**config.mk**
```make
export PLATFORM = sky130hd
export DESIGN_NAME = md5_req_scheduler
export DESIGN_NICKNAME = d
export VERILOG_FILES = /design/src/rtl/md5_req_scheduler.sv
export SDC_FILE = /design/constraint.sdc
export NUM_CORES = 1
export LEC_CHECK = 0
export BUFFER_PORTS_ARGS = -buffer_cell sky130_fd_sc_hd__buf_2
export CAP_MARGIN = 20
export CORE_AREA = 2 2 352 354
export DETAILED_ROUTE_END_ITERATION = 7
export DIE_AREA = 0 0 354 356
export GPL_TIMING_DRIVEN = 0
export PLACE_DENSITY_LB_ADDON = 0.08
export REMOVE_ABC_BUFFERS = 1
export SETUP_SLACK_MARGIN = 0.05
export SYNTH_ARGS = -nofsm -noshare
export SYNTH_HDL_FRONTEND = slang
export SYNTH_SLANG_ARGS = --single-unit
```
**constraint.sdc**
```tcl
create_clock -name clk -period 4.7 [get_ports clk]
set_clock_uncertainty 0.05 [all_clocks]
set_input_delay 0.94 -clock clk [delete_from_list [all_inputs] [get_ports clk]]
set_output_delay 0.94 -clock clk [all_outputs]
set_load 0.01 [all_outputs]
```
**src/rtl/md5_req_scheduler.sv**
```systemverilog
// md5_req_scheduler
// Shares one md5 hashing core among NUM_REQ requesters. Requests are granted round-robin.
// Only one job is in flight at a time. Each job runs through these steps:
//   1. latch the 128-bit block of the granted requester,
//   2. pulse the core load (start + action) for one cycle,
//   3. wait CORE_LAT cycles,
//   4. capture the core digest,
//   5. return the digest with the requester index over valid/ready.
//
// Ports
//   clk, rst        rising-edge clock; synchronous active-high reset
//   i_req_valid     per-requester job request
//   i_req_data      requester k block at [k*128 +: 128]
//   o_req_ready     one-hot grant, only while idle; transfer = valid & ready
//   o_core_start    core start, high only during the load cycle
//   o_core_action   core action, same timing as o_core_start
//   o_core_data     latched job block driven to the core
//   i_core_digest   core digest output
//   o_rsp_valid     captured digest available
//   i_rsp_ready     consumer accepts the response
//   o_rsp_digest    captured digest
//   o_rsp_id        index of the requester that owns o_rsp_digest
//   o_busy          high whenever a job is in progress
module md5_req_scheduler #(
  parameter int unsigned NUM_REQ  = 4,
  parameter int unsigned ID_W     = 2,
  parameter int unsigned CORE_LAT = 3
) (
  input  logic                   clk,
  input  logic                   rst,
  input  logic [NUM_REQ-1:0]     i_req_valid,
  input  logic [NUM_REQ*128-1:0] i_req_data,
  output logic [NUM_REQ-1:0]     o_req_ready,
  output logic                   o_core_start,
  output logic                   o_core_action,
  output logic [127:0]           o_core_data,
  input  logic [127:0]           i_core_digest,
  output logic                   o_rsp_valid,
  input  logic                   i_rsp_ready,
  output logic [127:0]           o_rsp_digest,
  output logic [ID_W-1:0]        o_rsp_id,
  output logic                   o_busy
);

  localparam int unsigned CntW = (CORE_LAT > 1) ? $clog2(CORE_LAT) : 1;
  localparam logic [ID_W:0] NumReqW = (ID_W + 1)'(NUM_REQ);

  typedef enum logic [1:0] {StIdle, StLoad, StWait, StResp} state_e;

  state_e              r_state;
  state_e              w_state_d;
  logic                r_core_start;
  logic [ID_W-1:0]     r_rr_ptr;
  logic [CntW-1:0]     r_wait_cnt;
  logic [127:0]        r_data;
  logic [127:0]        r_digest;
  logic [ID_W-1:0]     r_id;

  logic                w_grant_vld;
  logic [ID_W-1:0]     w_grant_idx;
  logic [NUM_REQ-1:0]  w_grant_oh;
  logic [127:0]        w_grant_data;
  logic [ID_W:0]       w_sum;
  logic                w_wait_done;

  // Round-robin search.
  // The search starts at r_rr_ptr. The index wraps by subtraction, so NUM_REQ need not be
  // a power of two.
  always_comb begin
    w_grant_vld = 1'b0;
    w_grant_idx = '0;
    w_grant_oh  = '0;
    w_sum       = '0;
    for (int i = 0; i < NUM_REQ; i++) begin
      w_sum = {1'b0, r_rr_ptr} + (ID_W + 1)'(i);
      if (w_sum >= NumReqW) w_sum = w_sum - NumReqW;
      if (!w_grant_vld && i_req_valid[w_sum[ID_W-1:0]]) begin
        w_grant_vld             = 1'b1;
        w_grant_idx             = w_sum[ID_W-1:0];
        w_grant_oh[w_sum[ID_W-1:0]] = 1'b1;
      end
    end
  end

  always_comb begin
    w_grant_data = '0;
    for (int k = 0; k < NUM_REQ; k++) begin
      if (w_grant_idx == ID_W'(k)) w_grant_data = i_req_data[k*128 +: 128];
    end
  end

  assign w_wait_done = (r_wait_cnt == CntW'(CORE_LAT - 1));

  // State register.
  // The core load strobe is registered from the next state, so it is glitch-free.
  always_ff @(posedge clk) begin
    if (rst) begin
      r_state      <= StIdle;
      r_core_start <= 1'b0;
    end else begin
      r_state      <= w_state_d;
      r_core_start <= (w_state_d == StLoad);
    end
  end

  // Next-state logic.
  always_comb begin
    w_state_d = r_state;
    unique case (r_state)
      StIdle:  if (w_grant_vld) w_state_d = StLoad;
      StLoad:  w_state_d = StWait;
      StWait:  if (w_wait_done) w_state_d = StResp;
      StResp:  if (i_rsp_ready) w_state_d = StIdle;
      default: w_state_d = StIdle;
    endcase
  end

  // Outputs.
  always_comb begin
    o_req_ready   = (r_state == StIdle) ? w_grant_oh : '0;
    o_core_start  = r_core_start;
    o_core_action = r_core_start;
    o_core_data   = r_data;
    o_rsp_valid   = (r_state == StResp);
    o_rsp_digest  = r_digest;
    o_rsp_id      = r_id;
    o_busy        = (r_state != StIdle);
  end

  // Job datapath.
  always_ff @(posedge clk) begin
    if (rst) begin
      r_rr_ptr   <= '0;
      r_wait_cnt <= '0;
      r_data     <= '0;
      r_digest   <= '0;
      r_id       <= '0;
    end else begin
      if (r_state == StIdle && w_grant_vld) begin
        r_data <= w_grant_data;
        r_id   <= w_grant_idx;
      end
      if (r_state == StLoad) begin
        r_wait_cnt <= '0;
      end else if (r_state == StWait) begin
        r_wait_cnt <= r_wait_cnt + 1'b1;
      end
      if (r_state == StWait && w_wait_done) r_digest <= i_core_digest;
      // The next search starts just after the requester that was served.
      if (r_state == StResp && i_rsp_ready) begin
        r_rr_ptr <= (r_id == ID_W'(NUM_REQ - 1)) ? '0 : r_id + 1'b1;
      end
    end
  end

endmodule

```
==> results of run 1 <==
==> worst max-delay path: stages (launching register included) <==
cell and delay [ps]:
dfxtp_1 530, inv_1 270, ha_2 430, o21ai_0 460, o21ai_4 220, o22ai_4 810, buf_12 270, buf_16 190
buf_16 160, buf_12 190, and2_1 270, a211oi_1 100, o32ai_1 290
==> area by class of cell <==
class | instances | area (µm²) | area share, %
multi-input cells | 1321 | 8540 | 37.8
flip-flops and latches | 265 | 5310 | 23.5
repair buffers | 944 | 5290 | 23.4
well taps | 1637 | 2050 | 9.07
clock buffers | 65 | 1220 | 5.39
clock inverters | 9 | 115 | 0.509
diodes | 20 | 50.0 | 0.222
inverters | 6 | 22.5 | 0.0997
==> kinds of logic after synthesis <==
kind of cell,share of synthesized area (%)
fa+ha+maj,0.856
mux,1.75
xor+xnor,0.0599
simple gates,25.7
buf+inv,5.97
compound gates,29.3
flops,36.3
==> cell usage after synthesis, drive strengths merged, types with 2 or more instances <==
| master | instances |
|---|---|
| nor3 | 24 |
| nand2b | 123 |
| and2 | 234 |
| inv | 6 |
| or2 | 2 |
| a31oi | 2 |
| mux4 | 2 |
| o31ai | 12 |
| a221o | 4 |
| mux2i | 6 |
| a21oi | 140 |
| nand2 | 301 |
| a211oi | 234 |
| a21boi | 2 |
| nand3b | 2 |
| nand3 | 34 |
| dfxtp | 265 |
| clkbuf | 132 |
| o221ai | 11 |
| o22ai | 3 |
| mux2 | 13 |
| ha | 10 |
| nor2 | 13 |
| o32ai | 116 |
| o21ai | 20 |
| buf | 52 |
==> through the flow <==
stage / setup slack, ps / util [%] / instance area [µm²] / power [mW]
2_1_floorplan: -5650 / - / 13800 / 3.42
3_3_place_gp: -24090 / 16.6 / 20400 / 4.45
3_5_place_dp: -446 / 17.2 / 21100 / 4.50
4_1_cts: 116 / 18.3 / 22500 / 7.80
5_1_grt: 53.2 / 18.4 / 22600 / 8.01
6_report: 262 / 18.4 / 22600 / 7.57
==> registers in the layout (all words and copies together), names as in the netlist <==
signal,count
r_wait_cnt,2
r_rr_ptr,2
o_core_data,128
o_rsp_digest,128
r_state,2
o_core_action,1
o_rsp_id,2
==> repair_timing <==
item,4_1_cts,5_1_grt
pin swaps,0,1
setup buffers,2,0
setup endpoints to repair,78,50
cloned,0,2
resized for setup,3,6
==> where the power goes <==
group / internal, mW / total [mW] / switching [mW] / leakage, nW
Sequential: 2.43 / 2.53 / 0.0990 / 2.16
Combinational: 0.783 / 1.89 / 1.10 / 6.26
Clock: 1.84 / 3.15 / 1.31 / 0.653
Total: 5.06 / 7.57 / 2.51 / 9.07
==> how the worst max path moves through the flow <==
| stage | depth (start not counted) | to |
|---|---|---|
| 6_report | 12 | o_core_data[42]$_SDFFE_PP0P_ |
| 2_1_floorplan | 6 | o_core_data[105]$_SDFFE_PP0P_ |
| 3_3_place_gp | 7 | o_core_data[105]$_SDFFE_PP0P_ |
| 4_1_cts | 11 | o_core_data[52]$_SDFFE_PP0P_ |
| 3_5_place_dp | 11 | o_core_data[53]$_SDFFE_PP0P_ |
| 5_1_grt | 12 | o_core_data[42]$_SDFFE_PP0P_ |
==> per-layer routing <==
layer	GRT usage (%)	wire length, µm	vias up
li1	-	-	8024
met1	14.9	35800	7954
met2	23.9	44900	729
met3	5.27	8130	178
met4	4.15	2790	58
met5	0	362	-
==> layout by cell type, fill, tap and decap left out, drive strengths merged, types with 13 or more instances in the layout <==
cell type,n
nor2,13
o21ai,20
o32ai,116
nor3,24
a211oi,234
diode,20
a21oi,140
nand2b,123
nand2,301
buf,944
mux2,13
clkbuf,65
and2,235
nand3,34
dfxtp,265
==> run metrics, run 1 <==
number of global-route vias before repair=~18000; TritonRoute pass-1 iters=5; Placed Cells=~4200; worst reg2reg setup slack=between 200 and 300 ps; Slew headroom=25.8%; Hold Path Class=reg2reg; Worst Setup SP=r_rr_ptr[1]$_SDFFE_PP0P_; setup TNS=0 ps; Final Non-Filler Cells=about 4300; Hold Vio Cnt, Final=0; Max Slew Vio Count=0; highest net fanout along the worst path=between 50 and 60; RSZ-0062 raised after global routing=false; Worst Hold Path Cells=2; area leader, netlist=dfxtp_1; post-synthesis cell type count=47; RR Endpoint=o_core_data[42]$_SDFFE_PP0P_; CTS sink cnt=roughly 270; core area=about 120000 µm²; antenna viol nets, final=0; hold buffer count at CTS=0; fillers=14056; initial DRC count=about 800; Clock Path Buffers=3; status=finished clean; # rows=129; TritonCTS clock tree=yes; post-synth top area share=between 30% and 40%; Clock Latency Late Sink=just under 600 ps; number of synthesized flops with an enable pin=0; initial core utilization=a little under an eighth; synth top area cells=dfxtp_1, and2_1, a211oi_1; Tot GR Track Use=13.6%; CP startpoint kind=flip-flop; DRC=0; R2R Path Start=r_rr_ptr[1]$_SDFFE_PP0P_; Worst EP required=about 5000 ps; Port Buf Inserts=~910; Worst-path clk slew=60 ps; TritonCTS Buffers=42; die height=around 360 µm; final hold slack=~400 ps; IO Count=between 900 and 1000; period utilization=94.4%; FMAX=225 MHz; antenna violations before repair=53; RD Place Congestion=a little over 0.8; Final HPWL DP=69.4 mm; Die X=354 µm; die area=~130000 µm²; global route total overflow=0; drt total wl=~90 mm; register area share after synthesis=approximately 36%; Leakage=around 9 nW; Max VDD drop=approximately 0.21 mV; Crit Path Class=reg2reg; max cap viols=0; Synth Instances=about 1800; global-route wire length before repair=126 mm; Syn-to-layout area delta=54.6%; via count=between 15000 and 20000; layout cells sized above 1=approximately 43%; shortest period the worst path allows=about 4400 ps; routed vias/inst=3.97; ys async rst share=0%; largest net degree at the start of global routing=approximately 120; H-tree Lvls=2; Final #Nets=about 3200; area of the mapped netlist=around 15000 µm²; Power Dens Cells=roughly 340 nW/µm²; Avg WL per Cell=roughly 22 µm; hold_sp=o_core_data[107]$_SDFFE_PP0P_; Synth Flop Type=dfxtp_1; Final Setup Violations=0; synthesized flop and latch total=between 200 and 300; reg2reg path depth=12; Slew @ Worst Pin=~1100 ps; Crit path arrival time=4880 ps; crit path capture type=flip-flop; hold worst-path end=o_core_data[107]$_SDFFE_PP0P_; root buf cell=clkbuf_16; Synth Area per Inst=~8.2 µm²; Yosys Warn Count=0
Note: power is estimated with default switching activity, not from simulation.
==> run 2, diff against run 1 <==
==> constraint.sdc (replaced) <==
create_clock -name clk -period 4.7 [get_ports clk]
set_clock_uncertainty 0.05 [all_clocks]
set_input_delay 0.235 -clock clk [delete_from_list [all_inputs] [get_ports clk]]
set_output_delay 0.235 -clock clk [all_outputs]
set_load 0.01 [all_outputs]
==> run 2 against run 1 <==
Final cell count rose by 8.6%. Critical path type unchanged. Combinational power rose by 15%. Final area rose by 17%. Sequential cell count did not move. Critical path depth fell by 1. Worst hold slack got worse by 350 ps. Highest routed layer unchanged. Via count rose by 8.0%. Critical endpoint is now o_core_data[52]$_SDFFE_PP0P_. First-iteration DRC count fell by 3.4%. Fmax rose by 1.3%.
==> run metrics, run 2 (synthesis gave the netlist of run 1 again) <==
core area=123000 µm²; WP depth=11; CP top delay family=buffers and inverters; initial DRC count=a little under 800; max cap viols=0; Max Slew Vio Count=0; Clock Path Buffers=3; Worst Hold Path Cells=3; period utilization=between 90% and 100%; CTS sink cnt=about 270; TritonCTS Buffers=42; area occupied by multi-input gates=between 8000 and 9000 µm²; Final Non-Filler Cells=around 4600; layout cells sized above 1=roughly 37%; Worst-path clk slew=roughly 60 ps; CP startpoint kind=flip-flop; setup TNS=0 ps; reg2reg path depth=11; Worst EP required=~5100 ps; crit-path cells=inv_1 -> ha_2 -> nand2b_1 -> a21oi_4 -> o22a_4 -> buf_16 -> buf_16 -> buf_12 -> buf_16 -> a211oi_1 -> o32ai_1; global route total overflow=0; Slew headroom=21.9%; TritonCTS clock tree=yes; die height=~360 µm; Slew @ Worst Pin=between 1000 and 1500 ps; pre-CTS WS=-446 ps; IO Count=913; initial core utilization=between 10% and 20%; drt total wl=93.7 mm; RD Place Congestion=a little over 0.8; number of global-route vias before repair=between 15000 and 20000; Hold Path Class=in2reg; Power Dens Cells=approximately 300 nW/µm²; Syn-to-layout area delta=80.2%; Crit Path Class=reg2reg; Clock Latency Late Sink=between 500 and 600 ps; status=finished clean; shortest period the worst path allows=4380 ps; Final #Nets=roughly 3600; most frequent cells in the layout=buf_2, dlygate4sd3_1, nand2_1, dfxtp_1, and2_1; CP bufs+invs=5; RSZ-0062 raised after global routing=false; Die X=354 µm; largest net degree at the start of global routing=between 100 and 150; # rows=between 100 and 150; Final HPWL DP=around 69 mm; fillers=about 14000; TritonRoute pass-1 iters=5; die area=around 130000 µm²; crit path capture type=flip-flop; antenna viol nets, final=0; DRC=0; Crit path top cell by count=buf_16; Final Setup Violations=0; FF/Latch Area=5310 µm²; via count=roughly 18000; commonest non-fill, non-tap cell in the layout=buf_2; Port Buf Inserts=between 900 and 1000; Hold Vio Cnt, Final=0; Avg WL per Cell=20.2 µm; antenna violations before repair=26; Max VDD drop=0.207 mV; routed vias/inst=between 3 and 4; final hold slack=between 40 and 50 ps; Tot GR Track Use=13.9%; Crit path largest cell delay=about 620 ps; Placed Cells=between 4000 and 5000; highest net fanout along the worst path=between 70 and 80; Final WS setup=319 ps; global-route wire length before repair=about 130 mm; FMAX=between 200 and 250 MHz; Crit path arrival time=around 4800 ps; Leakage=~11 nW; H-tree Lvls=2; root buf cell=clkbuf_16; Worst path slowest cell=dfxtp_2
[run 2: area by class of cell]
cell class,count,area share [%]
well taps,1637,7.77
repair buffers,1323,34.4
clock buffers,65,4.62
multi-input cells,1322,32.4
clock inverters,9,0.437
inverters,6,0.0855
flip-flops and latches,265,20.1
diodes,6,0.0570
[run 2: what timing repair did]
action / 4_1_cts / 5_1_grt
gates resized for setup: 2 / 4
setup buffers: 0 / 5
cloned: 1 / 2
hold buffers: 376 / 0
pin swaps: 1 / 3
endpoints found under the setup margin: 74 / 63
endpoints found under the hold margin: 259 / 0
[run 2: metrics by stage]
step                instance area (µm²)  power [mW]  util [%]
finish                            26300        7.86      21.5
detailed placement                21100        4.50      17.2
CTS                               26300        8.09      21.4
global placement                  20400        4.45      16.6
floorplan                         13800        3.42         -
global route                      26300        8.32      21.5
[run 2: metal layers]
layer | track usage (%) | up-vias | wire length, µm
li1 | - | 8775 | -
met1 | 16.1 | 8618 | 38300
met2 | 25.0 | 738 | 46300
met3 | 3.99 | 139 | 6540
met4 | 3.41 | 32 | 2270
met5 | 0 | - | 211
[run 2: worst paths after layout]
check | startpoint | to | slack [ps]
worst max-delay path | r_rr_ptr[0]$_SDFFE_PP0P_ | o_core_data[52]$_SDFFE_PP0P_ | 320
worst max register to register | r_rr_ptr[0]$_SDFFE_PP0P_ | o_core_data[52]$_SDFFE_PP0P_ | 320
worst min register to register | o_core_data[99]$_SDFFE_PP0P_ | o_core_data[99]$_SDFFE_PP0P_ | 400
worst min-delay path | i_req_data[264] | o_core_data[8]$_SDFFE_PP0P_ | 50
[run 2: report_power, final]
| group | internal, mW | total (mW) | switching, mW |
|---|---|---|---|
| sequential | 2.43 | 2.53 | 0.0993 |
| clock | 1.84 | 3.15 | 1.31 |
| combinational | 1.00 | 2.18 | 1.17 |
[run 2: worst min-delay path, stage by stage]
cell	delay, ps
buf_2	110
a211oi_1	70
o32ai_1	230
==> run 3, diff against run 2 <==
--- a/config.mk
+++ b/config.mk
@@ -6,9 +6,9 @@
 export NUM_CORES = 1
 export LEC_CHECK = 0
-export BUFFER_PORTS_ARGS = -buffer_cell sky130_fd_sc_hd__buf_2
 export CAP_MARGIN = 20
-export CORE_AREA = 2 2 352 354
+export CORE_AREA = 2 2 357 359
 export DETAILED_ROUTE_END_ITERATION = 7
-export DIE_AREA = 0 0 354 356
+export DIE_AREA = 0 0 359 361
+export DONT_BUFFER_PORTS = 1
 export GPL_TIMING_DRIVEN = 0
 export PLACE_DENSITY_LB_ADDON = 0.08
@@ -18,2 +18,3 @@
 export SYNTH_HDL_FRONTEND = slang
 export SYNTH_SLANG_ARGS = --single-unit
+export TNS_END_PERCENT = 10
--- a/constraint.sdc
+++ b/constraint.sdc
@@ -3,3 +3,3 @@
 set_input_delay 0.235 -clock clk [delete_from_list [all_inputs] [get_ports clk]]
 set_output_delay 0.235 -clock clk [all_outputs]
-set_load 0.01 [all_outputs]
+set_load 0.1 [all_outputs]
==> run 3 against run 2 <==
Critical path depth stayed put. Clock power about the same. Sequential power up 49%. Via count down 13%. Combinational power fell by 6%. Worst hold slack worse by 5.5 ps. Total power up 14%. Sequential cell count stayed put. Final cell count down 14%. Critical path type unchanged. Largest power group is now sequential cells.
==> run metrics, run 3 (synthesis gave the netlist of run 1 again) <==
status=finished clean; via count=around 16000; antenna viol nets, final=0; Crit path largest cell delay=730 ps; Max VDD drop=just under 0.2 mV; H-tree Lvls=2; Slew @ Worst Pin=1290 ps; worst reg2reg setup slack=between 150 and 200 ps; global route total overflow=0; Final #Nets=between 2000 and 3000; Clock Latency Late Sink=just under 600 ps; total power=between 8 and 9 mW; RR Endpoint=o_core_data[1]$_SDFFE_PP0P_; max cap viols=0; Tot GR Track Use=12.9%; Worst-path clk slew=approximately 60 ps; RSZ-0062 raised after global routing=true; Leakage=around 8 nW; largest net degree at the start of global routing=roughly 250; setup TNS=0 ps; Hold Vio Cnt, Final=0; crit path capture type=flip-flop; CTS sink cnt=between 200 and 300; Max Slew Vio Count=0; Power Dens Cells=around 370 nW/µm²; Port Buf Inserts=0; Worst setup endpoint=o_core_data[1]$_SDFFE_PP0P_; shortest period the worst path allows=about 4500 ps; Worst EP required=5180 ps; initial core utilization=11.7%; commonest non-fill, non-tap cell in the layout=dlygate4sd3_1; Final Setup Violations=0; fin util=around 20%; reg2reg path depth=11; antenna violations before repair=14; fillers=13865; crit-path cells=or2_2 -> a21oi_4 -> buf_16 -> buf_16 -> buf_12 -> buf_12 -> buf_12 -> nand2b_4 -> buf_16 -> o41ai_1 -> dlygate4sd3_1; RD Place Congestion=around 0.74; WP depth=11; DRC=0; Slew headroom=14.1%; TritonRoute pass-1 iters=7; global-route wire length before repair=around 120 mm; most frequent cells in the layout=dlygate4sd3_1, nand2_1, dfxtp_1, and2_1, a211oi_1; Clock Path Buffers=3; TritonCTS clock tree=yes; period utilization=between 90% and 100%; Syn-to-layout area delta=66.9%; R2R Path Start=r_state[1]$_SDFF_PP0_; Worst Setup SP=r_state[1]$_SDFF_PP0_; Avg WL per Cell=between 20 and 25 µm; highest net fanout along the worst path=65; initial DRC count=approximately 700; die area=roughly 130000 µm²; Crit Path Class=reg2reg; number of global-route vias before repair=between 15000 and 20000; FMAX=roughly 220 MHz; CP startpoint kind=flip-flop; Hold Path Class=in2reg; die height=~360 µm; Worst path slowest cell=a21oi_4; Crit path arrival time=around 5000 ps; CP bufs+invs=7; layout cells sized above 1=10.4%; Final HPWL DP=63.8 mm; root buf cell=clkbuf_16; Die X=359 µm; FF/Latch Area=between 5000 and 6000 µm²; drt total wl=88.2 mm; area occupied by multi-input gates=about 8600 µm²; # rows=130; core area=roughly 130000 µm²; TritonCTS Buffers=40; IO Count=approximately 900; routed vias/inst=4.02; CP top delay family=buffers and inverters
## run 3: cell types whose count changed in the layout (fill, tap and decap cells not counted), sizes merged
cell	previous run	this run
buf	947	64
clkinv	6	10
bufinv	1	2
dlygate4sd3	376	581
clkinvlp	0	2
clkbuf	65	59
## run 3: area by class of cell
cell class                 count  area share [%]
clock buffer                  58            4.91
inverter                       6           0.108
clock inverter                16           0.682
timing repair buffer         646            28.8
antenna                        6          0.0615
sequential                   265            21.8
tap                         1650            8.46
multi-input combinational   1322            35.2
## run 3: worst min-delay path by stage
stage | slack [ps] | cells past startpoint | endpoint | from
3_5_place_dp | 290 | 1 | o_rsp_digest[109]$_SDFFE_PP0P_ | rst
4_1_cts | 0.1 | 3 | o_core_data[20]$_SDFFE_PP0P_ | i_req_data[20]
2_1_floorplan | 250 | 1 | o_rsp_id[0]$_SDFFE_PP0P_ | rst
6_report | 40 | 3 | o_core_data[30]$_SDFFE_PP0P_ | i_req_data[158]
3_3_place_gp | 290 | 1 | o_rsp_digest[109]$_SDFFE_PP0P_ | rst
5_1_grt | 9 | 3 | o_core_data[30]$_SDFFE_PP0P_ | i_req_data[158]
## run 3: per-stage QoR
step	instance area (µm²)	instances	worst slack, ps	hold WS, ps
after floorplan	13800	1590	-5600	250
after global placement	15800	3240	-22010	285
after detailed placement	17000	3297	-505	288
after CTS	24300	3954	60.4	0.140
after global routing	24400	3968	19.6	9.42
final	24400	3969	178	41.4
## run 3: worst register-to-register path, cell delays in order (launching register included)
cell	delay, ps
dfxtp_1	330
or2_2	610
a21oi_4	730
buf_16	240
buf_16	190
buf_12	240
buf_12	250
buf_12	220
nand2b_4	220
buf_16	260
o41ai_1	520
dlygate4sd3_1	600
## run 3: layer usage
metal	vias up	share of wire [%]	GRT usage [%]
met5	-	0.046	0
met4	6	2.3	2.72
met3	100	6.3	3.29
met2	722	52	24.5
met1	7737	40	14.4
li1	7401	-	-
## run 3: power breakdown
group / internal [mW] / switching (mW) / total (mW)
combinational: 0.915 / 1.13 / 2.05
sequential: 2.43 / 1.34 / 3.77
clock: 1.89 / 1.27 / 3.16
## run 3: what timing repair did
action,CTS,global route
cloned,1,2
setup endpoints to repair,97,90
hold buffers,582,0
gates resized for setup,9,2
buffers inserted,0,5
endpoints found under the hold margin,264,0
pin swaps,1,2
